<file path="src/rtl/sound_arbiter.sv">
// sound_arbiter: four-requester fixed-priority buzzer arbiter.
// A granted requester's note plays for dur_in[i] ticks of TICK_DIV clocks,
// followed by GAP_TICKS silent ticks before the next grant.
// Optional feature: define SOUND_ARB_PREEMPT_EN to let a higher-index request
// interrupt a note or gap in progress.
module sound_arbiter #(
  parameter int unsigned TICK_DIV  = 50000,
  parameter int unsigned GAP_TICKS = 2
) (
  input  logic        clk,
  input  logic        reset,
  input  logic [3:0]  req,
  input  logic [15:0] note_in,
  input  logic [31:0] dur_in,
  output logic [3:0]  ack,
  output logic [3:0]  note_sel,
  output logic        sound_en,
  output logic [1:0]  active_id,
  output logic        busy,
  output logic        done
);

  typedef enum logic [1:0] {
    ST_IDLE,
    ST_PLAY,
    ST_GAP
  } state_e;

  localparam logic [15:0] PRESC_MAX = 16'(TICK_DIV - 1);
  localparam logic [7:0]  GAP_INIT  = 8'(GAP_TICKS);

  state_e      state_q, state_d;
  logic [15:0] presc_q, presc_d;
  logic [7:0]  cnt_q, cnt_d;
  logic [3:0]  ack_q, ack_d;
  logic [3:0]  note_sel_q, note_sel_d;
  logic        sound_en_q, sound_en_d;
  logic [1:0]  active_id_q, active_id_d;
  logic        busy_q, busy_d;
  logic        done_q, done_d;

  logic        req_any;
  logic [1:0]  req_idx;
  logic        grant;
  logic        tick;
  logic [7:0]  grant_dur;

  // Fixed-priority encoder: the highest set request index wins.
  always_comb begin
    req_any = |req;
    req_idx = 2'd0;
    for (int i = 0; i < 4; i++) begin
      if (req[i]) req_idx = 2'(i);
    end
  end

  assign grant_dur = dur_in[{req_idx, 3'b000} +: 8];

  // Next-state and registered-output logic for the IDLE/PLAY/GAP sequencer.
  always_comb begin
    // NOTE: every variable gets a default first so no path leaves one unassigned
    // (which would infer a latch); combinational logic uses blocking '='.
    state_d     = state_q;
    presc_d     = presc_q;
    cnt_d       = cnt_q;
    ack_d       = 4'b0000;
    note_sel_d  = note_sel_q;
    sound_en_d  = sound_en_q;
    active_id_d = active_id_q;
    done_d      = 1'b0;
    grant       = 1'b0;
    tick        = (presc_q == PRESC_MAX);

    unique case (state_q)
      ST_IDLE: begin
        grant = req_any;
      end

      ST_PLAY: begin
        if (tick) begin
          presc_d = 16'd0;
          if (cnt_q != 8'd0) cnt_d = cnt_q - 8'd1;
        end else begin
          presc_d = presc_q + 16'd1;
        end
        // Zero-length notes expire on the first PLAY edge; others on the last wrap.
        if (cnt_q == 8'd0 || (tick && cnt_q == 8'd1)) begin
          sound_en_d = 1'b0;
          done_d     = 1'b1;
          presc_d    = 16'd0;
          cnt_d      = GAP_INIT;
          state_d    = (GAP_TICKS == 0) ? ST_IDLE : ST_GAP;
        end
      end

      ST_GAP: begin
        if (tick) begin
          presc_d = 16'd0;
          if (cnt_q <= 8'd1) begin
            cnt_d   = 8'd0;
            state_d = ST_IDLE;
          end else begin
            cnt_d = cnt_q - 8'd1;
          end
        end else begin
          presc_d = presc_q + 16'd1;
        end
      end

      default: state_d = ST_IDLE;
    endcase

`ifdef SOUND_ARB_PREEMPT_EN
    // A strictly higher-priority request interrupts a note or gap in progress.
    if (state_q != ST_IDLE && req_any && req_idx > active_id_q) grant = 1'b1;
`endif

    // A grant overrides any expiry decided above, so a preempted note never pulses done.
    if (grant) begin
      ack_d       = 4'b0001 << req_idx;
      active_id_d = req_idx;
      note_sel_d  = note_in[{req_idx, 2'b00} +: 4];
      cnt_d       = grant_dur;
      presc_d     = 16'd0;
      sound_en_d  = (grant_dur != 8'd0);
      done_d      = 1'b0;
      state_d     = ST_PLAY;
    end

    busy_d = (state_d != ST_IDLE);
  end

  // State and output registers; reset clears everything without a clock edge.
  always_ff @(posedge clk or posedge reset) begin
    // NOTE: sequential state uses non-blocking '<=' so all flops update together.
    if (reset) begin
      state_q     <= ST_IDLE;
      presc_q     <= 16'd0;
      cnt_q       <= 8'd0;
      ack_q       <= 4'b0000;
      note_sel_q  <= 4'd0;
      sound_en_q  <= 1'b0;
      active_id_q <= 2'd0;
      busy_q      <= 1'b0;
      done_q      <= 1'b0;
    end else begin
      state_q     <= state_d;
      presc_q     <= presc_d;
      cnt_q       <= cnt_d;
      ack_q       <= ack_d;
      note_sel_q  <= note_sel_d;
      sound_en_q  <= sound_en_d;
      active_id_q <= active_id_d;
      busy_q      <= busy_d;
      done_q      <= done_d;
    end
  end

  assign ack       = ack_q;
  assign note_sel  = note_sel_q;
  assign sound_en  = sound_en_q;
  assign active_id = active_id_q;
  assign busy      = busy_q;
  assign done      = done_q;

endmodule

</file>
<file path="config.mk">
export PLATFORM = sky130hd
export DESIGN_NAME = sound_arbiter
export DESIGN_NICKNAME = d
export VERILOG_FILES = /design/src/rtl/sound_arbiter.sv
export SDC_FILE = /design/constraint.sdc
export NUM_CORES = 1
export LEC_CHECK = 0
export ABC_CLOCK_PERIOD_IN_PS = 2800
export CORE_ASPECT_RATIO = 0.7
export CORE_MARGIN = 5
export CORE_UTILIZATION = 38
export DETAILED_ROUTE_END_ITERATION = 8
export PLACE_DENSITY = 0.76
export SLEW_MARGIN = 10
export SYNTH_ARGS = -nofsm -noshare
export SYNTH_HDL_FRONTEND = slang
export SYNTH_SLANG_ARGS = --single-unit
</file>
<file path="constraint.sdc">
create_clock -name clk -period 2.8 [get_ports clk]
set_clock_uncertainty 0.1 [all_clocks]
set_input_delay 0.56 -clock clk [delete_from_list [all_inputs] [get_ports clk]]
set_output_delay 0.56 -clock clk [all_outputs]
set_load 0.01 [all_outputs]
</file>
==> results.md <==
- CTS tree: done
- Met3 WL: 432 um
- Syn Area/Cell: 8.991 sq um
- Layout cell share with drive strength beyond 1: 10.14%
- DR pass1 iterations: 4
- Fin crit period: 2561 ps
- Port buffer count: 66
- Lkg Pwr: 1.470 nW
- Status: complete, no violations
- Hold Startpoint: note_sel[3]$_DFFE_PP0P_
- Core box area: 0.006663 sq mm
- Worst VDD drop: 0.0002325 V
- Initial detailed-routing violation count: 142
- Ant diodes: 0
- RSZ-0062 raised after global routing: no
- First-pass GRT wire length: 11810 um
- Sink Count: 39
- Peak Freq: 390.5 MHz
- Final ANT Viol Nets: 0
- Row cnt: 25
- P&R area growth vs syn: 34.96%
- Crit Path Class: reg -> reg
- Die H: 78.71 um
- H-Tree Depth: 2
- Worst EP arrival: 2640 ps
- Final nets: 412
- FF-to-FF path depth: 6
- Worst hold path class: reg -> reg
- FF-to-FF Start: cnt_q[4]$_DFFE_PP0P_
- Net Count, Synth: 343
- Clock transition at path regs: 80 ps
- Top-Level Pins: 67
- Global-route usage over all layers: 17.43%
- Top routing layer used: met4
- Max Transition Viols Final: 0
- Placed cell count: 441
- RD Place Congestion: 0.8301
- Dpl cell area: 0.003346 sq mm
- Cell Chain, Critical Path: nor4_1 -> nand4_1 -> a31oi_4 -> buf_4 -> o31ai_1 -> a221o_1
- Data required, critical path: 2880 ps
- Post-Route WL: 7165 um
- Routed length per instance: 15.96 um
- Grt total ovfl: 0
- Die area: 0.008512 sq mm
- Final Cell Area: 0.003458 sq mm
- Die Width: 108.2 um
- Hold Path Stages: 2
- RR Endpoint: cnt_q[5]$_DFFE_PP0P_
- WP buf/inv: 1
- Worst Tran Pin Value: 547.4 ps
- Hold endpoint: note_sel[3]$_DFFE_PP0P_
- Mapped cell area: 0.002562 sq mm
- Post-CTS Setup Repair Bufs: 0
- Synth unique cells: 58
- Via density: 5.439
- CP max stage delay: 550 ps
- Max Fanout on Critical Path: 23
- Top FF cell, synth: dfrtp_1
- Async set or reset register ratio after synthesis: 100.0%
- Clock Latency Late Sink: 290 ps
- Initial core utilization: 38.46%
- TritonCTS Buffers: 5
- Via Count: 2442
- Final Hold Viols: 0
- Sequential fraction of the synthesis area: 38.09%
- Initial antenna violation count: 0
- DP Wirelength: 5567 um
- Post-CTS Hold Fix Bufs: 0
- CTS root buffer: clkbuf_8
- Clock Tree Buf Depth: 2
- Final setup TNS: 0 ps
- Setup crit start: cnt_q[4]$_DFFE_PP0P_
- Pwr/cell area: 346.0 mW/mm^2
- Synthesized instance count: 285
- Wire length on met2: 2974 um
- Slowest cell on the critical path: nor4_1
- Slew HR: 63.17%
- # resized after CTS: 0
- Residual DRC count: 0
- Family with the most delay on the worst path: simple AND/OR/NAND/NOR gates
- Worst setup EP type: register
- Post-synth EDFFs: 0
- Largest net degree at the start of global routing: 40
- Met1 wire length: 3705 um
- Setup violations, final: 0
- Vias in the first global route: 2348
- Yosys reg bits: 39
- Max Cap Viol: 0
- FF-to-FF setup slack: 240 ps
- CP Launch Type: register
- Warnings, synthesis: 0
- Finished Layout Cells: 449
- Period Utilization, post-route: 91.46%
state kept, by name, summed over array words and instances (netlist names):
name,count
presc_q,16
ack,4
busy,1
active_id,2
state_q,2
cnt_q,8
sound_en,1
done,1
note_sel,4
where the power goes:
| group | leakage [nW] | total, mW | internal (mW) | switching (mW) |
|---|---|---|---|---|
| sequential | 0.500 | 0.564 | 0.563 | 0.000466 |
| clock | 0.0581 | 0.473 | 0.265 | 0.208 |
| combinational | 0.912 | 0.159 | 0.0978 | 0.0615 |
| total | 1.47 | 1.20 | 0.927 | 0.270 |
worst min-delay path, stage by stage (launching register included):
cell and delay [ps]:
dfrtp_1 350, nand2_1 40, o21ai_0 60
kinds of logic (layout without fill, tap and decap cells):
family	count (synthesis)	after routing	share of synthesized area, %
multiplexers	18	18	7.275
buffers and inverters	20	90	3.613
adder cells (fa/ha/maj)	4	4	1.953
AO/OA/AOI/OAI	65	65	17.92
flip-flops	39	39	38.09
XOR/XNOR	8	8	2.734
AND/OR/NAND/NOR	131	131	28.42
final cells by class:
type | instances | area (sq um)
clock inverters | 3 | 43.79
repair buffers | 76 | 735.7
fillers | 638 | 3204
flip-flops and latches | 39 | 975.9
clock buffers | 5 | 68.82
multi-input cells | 226 | 1494
well taps | 94 | 117.6
inverters | 6 | 22.52
metrics by stage:
stage          power (mW)  hold WS, ps  setup WS, ps  utilization [%]
3_3_place_gp       0.7327        364.6         149.7            50.22
3_5_place_dp       0.7347        377.3         105.4            50.22
2_1_floorplan      0.6389        367.7         458.0                -
6_report            1.197        389.4         239.0            51.91
5_1_grt             1.239        443.1         37.45            51.91
4_1_cts             1.205        396.4         297.7            51.91
Yosys cell counts (3+ instances only):
cell type  count  share of area [%]
o31ai_1        8                2.3
buf_2          5               0.98
or3_1          3               0.73
mux2i_1       13                5.1
a21oi_1        7                1.4
nand2_1       32                4.7
o211ai_1       3               0.88
mux2_2         5                2.2
a22o_1         4                1.4
clkbuf_1       6               0.88
and3_1         4               0.98
nor2_1        24                3.5
and2_1         3               0.73
inv_1          5               0.73
nand4_1        9                2.2
nand2b_1       9                2.2
xnor2_1        6                2.1
nor3b_1        3               0.88
o21ai_0       18                3.5
nor3_1         9                1.8
dfrtp_1       39                 38
nor2b_1        3               0.73
o32ai_1        3                1.0
nor4_1         9                2.2
nand3_1        7                1.4
ha_1           4                2.0
metal layers:
| layer | global-route usage (%) | vias to the layer above |
|---|---|---|
| met5 | 0 | - |
| met4 | 4.035 | 0 |
| met3 | 3.981 | 4 |
| met2 | 25.00 | 87 |
| met1 | 26.43 | 1153 |
| li1 | - | 1198 |
how the worst max path moves through the flow:
stage / end / slack, ps / cells after the start
6_report: cnt_q[5]$_DFFE_PP0P_ / 240 / 6
5_1_grt: cnt_q[5]$_DFFE_PP0P_ / 40 / 6
4_1_cts: cnt_q[5]$_DFFE_PP0P_ / 300 / 6
3_5_place_dp: cnt_q[5]$_DFFE_PP0P_ / 110 / 7
3_3_place_gp: sound_en$_DFFE_PP0P_ / 150 / 7
2_1_floorplan: cnt_q[4]$_DFFE_PP0P_ / 460 / 6
cells in the final DEF, fill, tap and decap left out, drive strengths merged, types with 3 or more instances in the layout:
cell type      count
nor2              24
xnor2              6
nand2             33
inv                6
buf               10
ha                 4
and2               3
clkdlybuf4s50     66
and3               5
o21ai             20
or3                3
nand2b             9
nor2b              3
a21oi              7
dfrtp             39
nand4              9
nor3b              3
o32ai              3
mux2               5
a22o               4
nor4              10
mux2i             13
nor3               9
nand3              7
clkbuf             5
o211ai             3
o31ai              8
No activity file was read; power rests on OpenSTA's default activity.
